File: config.mk
export PLATFORM = sky130hd
export DESIGN_NAME = push_conditioner
export DESIGN_NICKNAME = d
export VERILOG_FILES = /design/src/rtl/push_pkg.sv /design/src/rtl/push_debounce.sv /design/src/rtl/push_conditioner.sv
export SDC_FILE = /design/constraint.sdc
export NUM_CORES = 1
export LEC_CHECK = 0
export BUFFER_PORTS_ARGS = -buffer_cell sky130_fd_sc_hd__buf_2
export CAP_MARGIN = 10
export CORE_UTILIZATION = 56
export CTS_BUF_LIST = sky130_fd_sc_hd__clkbuf_8 sky130_fd_sc_hd__clkbuf_16
export CTS_CLUSTER_SIZE = 12
export DETAILED_ROUTE_END_ITERATION = 6
export PLACE_DENSITY = 0.75
export SLEW_MARGIN = 20
export SYNTH_ARGS = -nofsm -noshare
export SYNTH_HDL_FRONTEND = slang
export SYNTH_HIERARCHICAL = 1
export SYNTH_SLANG_ARGS = --single-unit
File: constraint.sdc
create_clock -name i_Clk -period 2.6 [get_ports i_Clk]
set_input_delay 0.13 -clock i_Clk [delete_from_list [all_inputs] [get_ports i_Clk]]
set_output_delay 0.13 -clock i_Clk [all_outputs]
set_load 0.01 [all_outputs]
File: src/rtl/push_pkg.sv
// Shared state encoding and 50 MHz timing defaults for the push-button conditioner.
// Optional feature macro used by the design files: PUSH_AUTOREPEAT_EN.
package push_pkg;

  typedef enum logic [1:0] {
    ST_IDLE         = 2'd0,
    ST_PRESS_WAIT   = 2'd1,
    ST_HELD         = 2'd2,
    ST_RELEASE_WAIT = 2'd3
  } btn_state_e;

  localparam int DEF_DB_CYC     = 500000;    // 10 ms
  localparam int DEF_REPEAT_DLY = 25000000;  // 0.5 s
  localparam int DEF_REPEAT_PER = 5000000;   // 0.1 s

endpackage

File: src/rtl/push_debounce.sv
// One button channel: 2-flop synchroniser, debounce FSM, registered active-low level and pulses.
// Macro PUSH_AUTOREPEAT_EN adds held-button auto-repeat; without it no repeat logic exists.
module push_debounce
  import push_pkg::*;
#(
  parameter int DB_CYC     = DEF_DB_CYC
`ifdef PUSH_AUTOREPEAT_EN
  ,
  parameter int REPEAT_DLY = DEF_REPEAT_DLY,
  parameter int REPEAT_PER = DEF_REPEAT_PER
`endif
) (
  input  logic clk,
  input  logic rst,
  input  logic btn,
  output logic level,
  output logic press,
  output logic rel
);

  localparam int CW = $clog2(DB_CYC);

  logic [1:0]    sync;
  logic          s;
  btn_state_e    state_q, state_d;
  logic [CW-1:0] cnt_q, cnt_d, cnt_inc;
  logic          accept;
  logic          rpt_fire;

  always_ff @(posedge clk or posedge rst) begin
    if (rst) sync <= 2'b11;
    else     sync <= {sync[0], btn};
  end
  assign s = sync[1];

  assign cnt_inc = cnt_q + 1'b1;

  // The IDLE/HELD cycle that spots the edge counts as the first of the DB_CYC stable samples.
  always_comb begin
    state_d = state_q;
    cnt_d   = cnt_q;
    accept  = 1'b0;
    case (state_q)
      ST_IDLE: begin
        if (!s) begin
          state_d = ST_PRESS_WAIT;
          cnt_d   = '0;
        end
      end
      ST_PRESS_WAIT: begin
        if (s) begin
          state_d = ST_IDLE;
        end else if (cnt_inc == CW'(DB_CYC - 1)) begin
          state_d = ST_HELD;
          accept  = 1'b1;
        end else begin
          cnt_d = cnt_inc;
        end
      end
      ST_HELD: begin
        if (s) begin
          state_d = ST_RELEASE_WAIT;
          cnt_d   = '0;
        end
      end
      ST_RELEASE_WAIT: begin
        if (!s) begin
          state_d = ST_HELD;
        end else if (cnt_inc == CW'(DB_CYC - 1)) begin
          state_d = ST_IDLE;
          accept  = 1'b1;
        end else begin
          cnt_d = cnt_inc;
        end
      end
      default: state_d = ST_IDLE;
    endcase
  end

  always_ff @(posedge clk or posedge rst) begin
    if (rst) begin
      state_q <= ST_IDLE;
      cnt_q   <= '0;
    end else begin
      state_q <= state_d;
      cnt_q   <= cnt_d;
    end
  end

`ifdef PUSH_AUTOREPEAT_EN
  localparam int RW = $clog2(REPEAT_DLY);

  logic [RW-1:0] rpt_q, rpt_d, rpt_inc;

  assign rpt_inc = rpt_q + 1'b1;

  // Held outside HELD at zero, so entry always starts a fresh delay; after a
  // repeat the counter is rewound so the next one lands REPEAT_PER later.
  always_comb begin
    rpt_d    = '0;
    rpt_fire = 1'b0;
    if (state_q == ST_HELD && !s) begin
      if (rpt_inc == RW'(REPEAT_DLY - 1)) begin
        rpt_fire = 1'b1;
        rpt_d    = RW'(REPEAT_DLY - 1 - REPEAT_PER);
      end else begin
        rpt_d = rpt_inc;
      end
    end
  end

  always_ff @(posedge clk or posedge rst) begin
    if (rst) rpt_q <= '0;
    else     rpt_q <= rpt_d;
  end
`else
  assign rpt_fire = 1'b0;
`endif

  always_ff @(posedge clk or posedge rst) begin
    if (rst) begin
      level <= 1'b1;
      press <= 1'b0;
      rel   <= 1'b0;
    end else begin
      level <= !(state_d == ST_HELD || state_d == ST_RELEASE_WAIT) || rpt_fire;
      press <= (state_q == ST_PRESS_WAIT && accept) || rpt_fire;
      rel   <= (state_q == ST_RELEASE_WAIT && accept);
    end
  end

endmodule

File: src/rtl/push_conditioner.sv
// N independent debounced active-low buttons feeding edge-detecting consumers.
// Macro PUSH_AUTOREPEAT_EN enables auto-repeat on held buttons (REPEAT_* parameters exist only then).
module push_conditioner
  import push_pkg::*;
#(
  parameter int N_BTN      = 2,
  parameter int DB_CYC     = DEF_DB_CYC
`ifdef PUSH_AUTOREPEAT_EN
  ,
  parameter int REPEAT_DLY = DEF_REPEAT_DLY,
  parameter int REPEAT_PER = DEF_REPEAT_PER
`endif
) (
  input  logic             i_Clk,
  input  logic             i_Rst,
  input  logic [N_BTN-1:0] i_Push,
  output logic [N_BTN-1:0] o_Push,
  output logic [N_BTN-1:0] o_Press,
  output logic [N_BTN-1:0] o_Release
);

  for (genvar k = 0; k < N_BTN; k++) begin : g_btn
    push_debounce #(
      .DB_CYC    (DB_CYC)
`ifdef PUSH_AUTOREPEAT_EN
      ,
      .REPEAT_DLY(REPEAT_DLY),
      .REPEAT_PER(REPEAT_PER)
`endif
    ) u_db (
      .clk  (i_Clk),
      .rst  (i_Rst),
      .btn  (i_Push[k]),
      .level(o_Push[k]),
      .press(o_Press[k]),
      .rel  (o_Release[k])
    );
  end

endmodule

==> summary.md <==
| Metric | Value |
|---|---|
| First-pass GRT wire length | `11700 um` |
| R2R Setup Slk | `0.13 ns` |
| Final nets | `386` |
| Layout cells sized above 1 | `17.9%` |
| Fraction of registers with async set/reset | `100%` |
| Mapped Cells | `360` |
| # DRC | `0` |
| Vias per cell | `6.17` |
| Worst IR Drop VDD | `0.336 mV` |
| Syn. warnings | `6` |
| CP Launch Type | `flop` |
| Most used flip-flop cell after synthesis | `dfrtp_1` |
| Overall Global Routing Usage | `24.0%` |
| Core area | `5540 sq um` |
| Placer Congestion | `0.806` |
| CTS sink count | `52` |
| Clock Latency Late Sink | `0.30 ns` |
| Worst hold path type | `reg -> reg` |
| Routed Wire Length | `6820 um` |
| Final period util | `95.0%` |
| Cell Rows | `27` |
| Number of global-route vias before repair | `2486` |
| Top-area cell type share of the netlist area | `35.5%` |
| Pin count of the biggest net entering global routing | `27` |
| Multi-input gate area | `1740 sq um` |
| Leakage power | `1.55 nW` |
| Max Root-Sink Buffers | `2` |
| Syn nets | `368` |
| Critical path peak fanout | `12` |
| Worst slew pin tran | `0.974 ns` |
| Setup violators final | `0` |
| Sequential power share | `53.7%` |
| Critical Path End Type | `flop` |
| Reg area | `1310 sq um` |
| Mean Syn Cell Area | `9.01 sq um` |
| GRT overflow | `0` |
| Die ar. | `6100 sq um` |
| CP peak stage delay | `0.43 ns` |
| Fin crit period | `2.47 ns` |
| CTS tree | `done` |
| Total CTS buffers | `5` |
| Critical-path cell list | `ha_1 > nand3_2 > nor4_2 > or3b_2 > a221o_1 > o21ai_2 > buf_4 > inv_1 > nand2_1 > o21ai_0` |
| Die Wd | `78.1 um` |
| Power Internal | `1.22 mW` |
| Switching Share | `23.0%` |
| Synth cell types | `49` |
| Starting Density | `58.5%` |
| Comb pwr share | `8.8%` |
| Starting DRT DRC Count | `230` |
| Maxcap violations | `0` |
| Drt pass-1 iters | `5` |
| Antenna viol nets, final | `0` |
| Antenna diode count | `0` |
| Via count of the routed design | `2782` |
| # fillers | `455` |
| Core Util, Final | `64.5%` |
| IO buf count | `9` |
| H-tree Lvls | `2` |
| NetSw | `0.366 mW` |
| Final-report hold violation count | `0` |
| CTS root buf | `clkbuf_8` |
| WP data required | `2.78 ns` |
| Post-route clock skew | `0.00598 ns` |
| Top post-synthesis cells by area | `dfrtp_1, nand2_1, dfstp_2` |
| Die Y-Extent | `78.1 um` |
| Synth Cell Area | `3240 sq um` |
| Post-DP HPWL | `4810 um` |
| Yosys reg bits | `52` |
| FMAX | `405 MHz` |
| RSZ-0062 raised after global routing | `no` |
| Slew Limit Fails | `0` |
| Status | `complete, no violations` |
| Post-CTS Setup Inserts | `0` |
| Slowest-stage cell, CP | `or3b_2` |
| Pwr dens | `444 nW/um^2` |
| Worst EP arrival | `2.65 ns` |
| Layout area overhead | `10.1%` |
| Initial antenna violation count | `0` |
| Clock power share | `37.5%` |
| # IOs | `10` |
| Worst Setup Path Type | `reg -> reg` |
| Relative slew slack | `35.0%` |
| Number of flops mapped to enable cells by yosys | `0` |
| Setup TNS | `0 ns` |
| Sequential share of the synthesized area | `40.4%` |
| Post-synth top area cell | `dfrtp_1` |
| Clock-pin slew on the worst setup and hold paths | `0.09 ns` |
| DR WL/cell | `15.1 um` |
## metal layers
layer	wire (um)	vias up	GRT usage [%]
li1	-	1347	-
met1	3410	1357	35.3
met2	3060	69	36.8
met3	276	9	3.60
met4	72	0	6.85
met5	0	-	0
## placed cells by master (no fill, tap or decap), types with 3 or more instances in the layout
cell type,n
o21ai_1,14
a31oi_1,4
and4_1,6
buf_4,23
dfrtp_1,44
inv_1,11
nand2_1,44
and3_1,8
nor4_1,4
nand3_1,22
nand4_1,8
xnor2_1,6
or3_1,4
mux2i_1,8
dfstp_2,6
a22o_1,8
xor2_1,6
nor2_1,20
buf_2,9
ha_1,4
o21ai_0,18
nand2b_1,6
a21oi_1,14
clkbuf_8,7
dlygate4sd3_1,3
o31ai_1,14
nor3_1,8
## power by group through the flow
stage	sequential, mW	combinational (mW)	clock, mW
3_5_place_dp	0.868	0.136	0
6_report	0.853	0.139	0.595
2_1_floorplan	0.863	0.0906	0
5_1_grt	0.857	0.155	0.657
4_1_cts	0.852	0.139	0.619
3_3_place_gp	0.867	0.132	0
## layout make-up
class | count | area share [%]
repair buffers | 35 | 6.94
clock inverters | 1 | 0.841
clock buffers | 7 | 2.70
multi-input cells | 270 | 48.8
inverters | 14 | 1.47
well taps | 72 | 2.52
flip-flops and latches | 52 | 36.7
## sequential cells by signal (all words and copies together), names as in the netlist
signal              count
g_btn.u_db/level        2
g_btn.u_db/state_q      4
g_btn.u_db/rel          2
g_btn.u_db/sync         4
g_btn.u_db/cnt_q       38
g_btn.u_db/press        2
## final timing paths
kind | depth (start not counted) | start | endpoint
worst max-delay path | 10 | g_btn[0].u_db/cnt_q[0] | g_btn[0].u_db/cnt_q[2]
worst min-delay path | 0 | g_btn[0].u_db/sync[0] | g_btn[0].u_db/sync[1]
worst max register to register | 10 | g_btn[0].u_db/cnt_q[0] | g_btn[0].u_db/cnt_q[2]
worst min register to register | 0 | g_btn[0].u_db/sync[0] | g_btn[0].u_db/sync[1]
max in group asynchronous | 3 | i_Rst | g_btn[1].u_db/cnt_q[8]
min in group asynchronous | 3 | i_Rst | g_btn[0].u_db/cnt_q[11]
## per-stage QoR
step	power, mW	hold slack (ns)	instances	instance area, sq um	setup WS (ns)
floorplan	0.953	0.134	360	3240	0.152
global placement	0.999	0.237	440	3410	0.194
detailed placement	1.00	0.243	440	3410	0.156
CTS	1.61	0.0823	450	3560	0.134
global route	1.67	0.367	451	3570	0.000123
finish	1.59	0.359	451	3570	0.130
## timing repair
| action | in CTS | in global routing |
|---|---|---|
| hold buffers | 2 | 1 |
| gates resized for setup | 0 | 2 |
| endpoints found under the setup margin | 0 | 4 |
| hold endpoints to repair | 2 | 23 |
## critical path, delay by kind of cell (launching register included)
family / cells / cell delay (ns)
simple gates: 4 / 0.75
compound gates: 3 / 0.69
flops: 1 / 0.39
buf+inv: 2 / 0.28
fa+ha+maj: 1 / 0.22
## kinds of logic (layout without fill, tap and decap cells)
group / after synthesis / count (layout) / share of synthesized area [%]
and+or+nand+nor: 154 / 154 / 27.4
AOI/OAI and AO/OA: 90 / 90 / 18.2
DFF: 52 / 52 / 40.4
buffers and inverters: 38 / 57 / 5.86
xor gates and xnor gates: 12 / 12 / 3.24
muxes: 10 / 10 / 3.40
adders and majority gates: 4 / 4 / 1.54
## cell usage after synthesis (12+ instances only)
library cell / count
dfrtp_1: 46
nand2_1: 44
nand3_1: 22
nor2_1: 20
o21ai_0: 18
a21oi_1: 14
buf_2: 14
o21ai_1: 14
o31ai_1: 14
inv_1: 12
No activity file was read; power rests on OpenSTA's default activity.
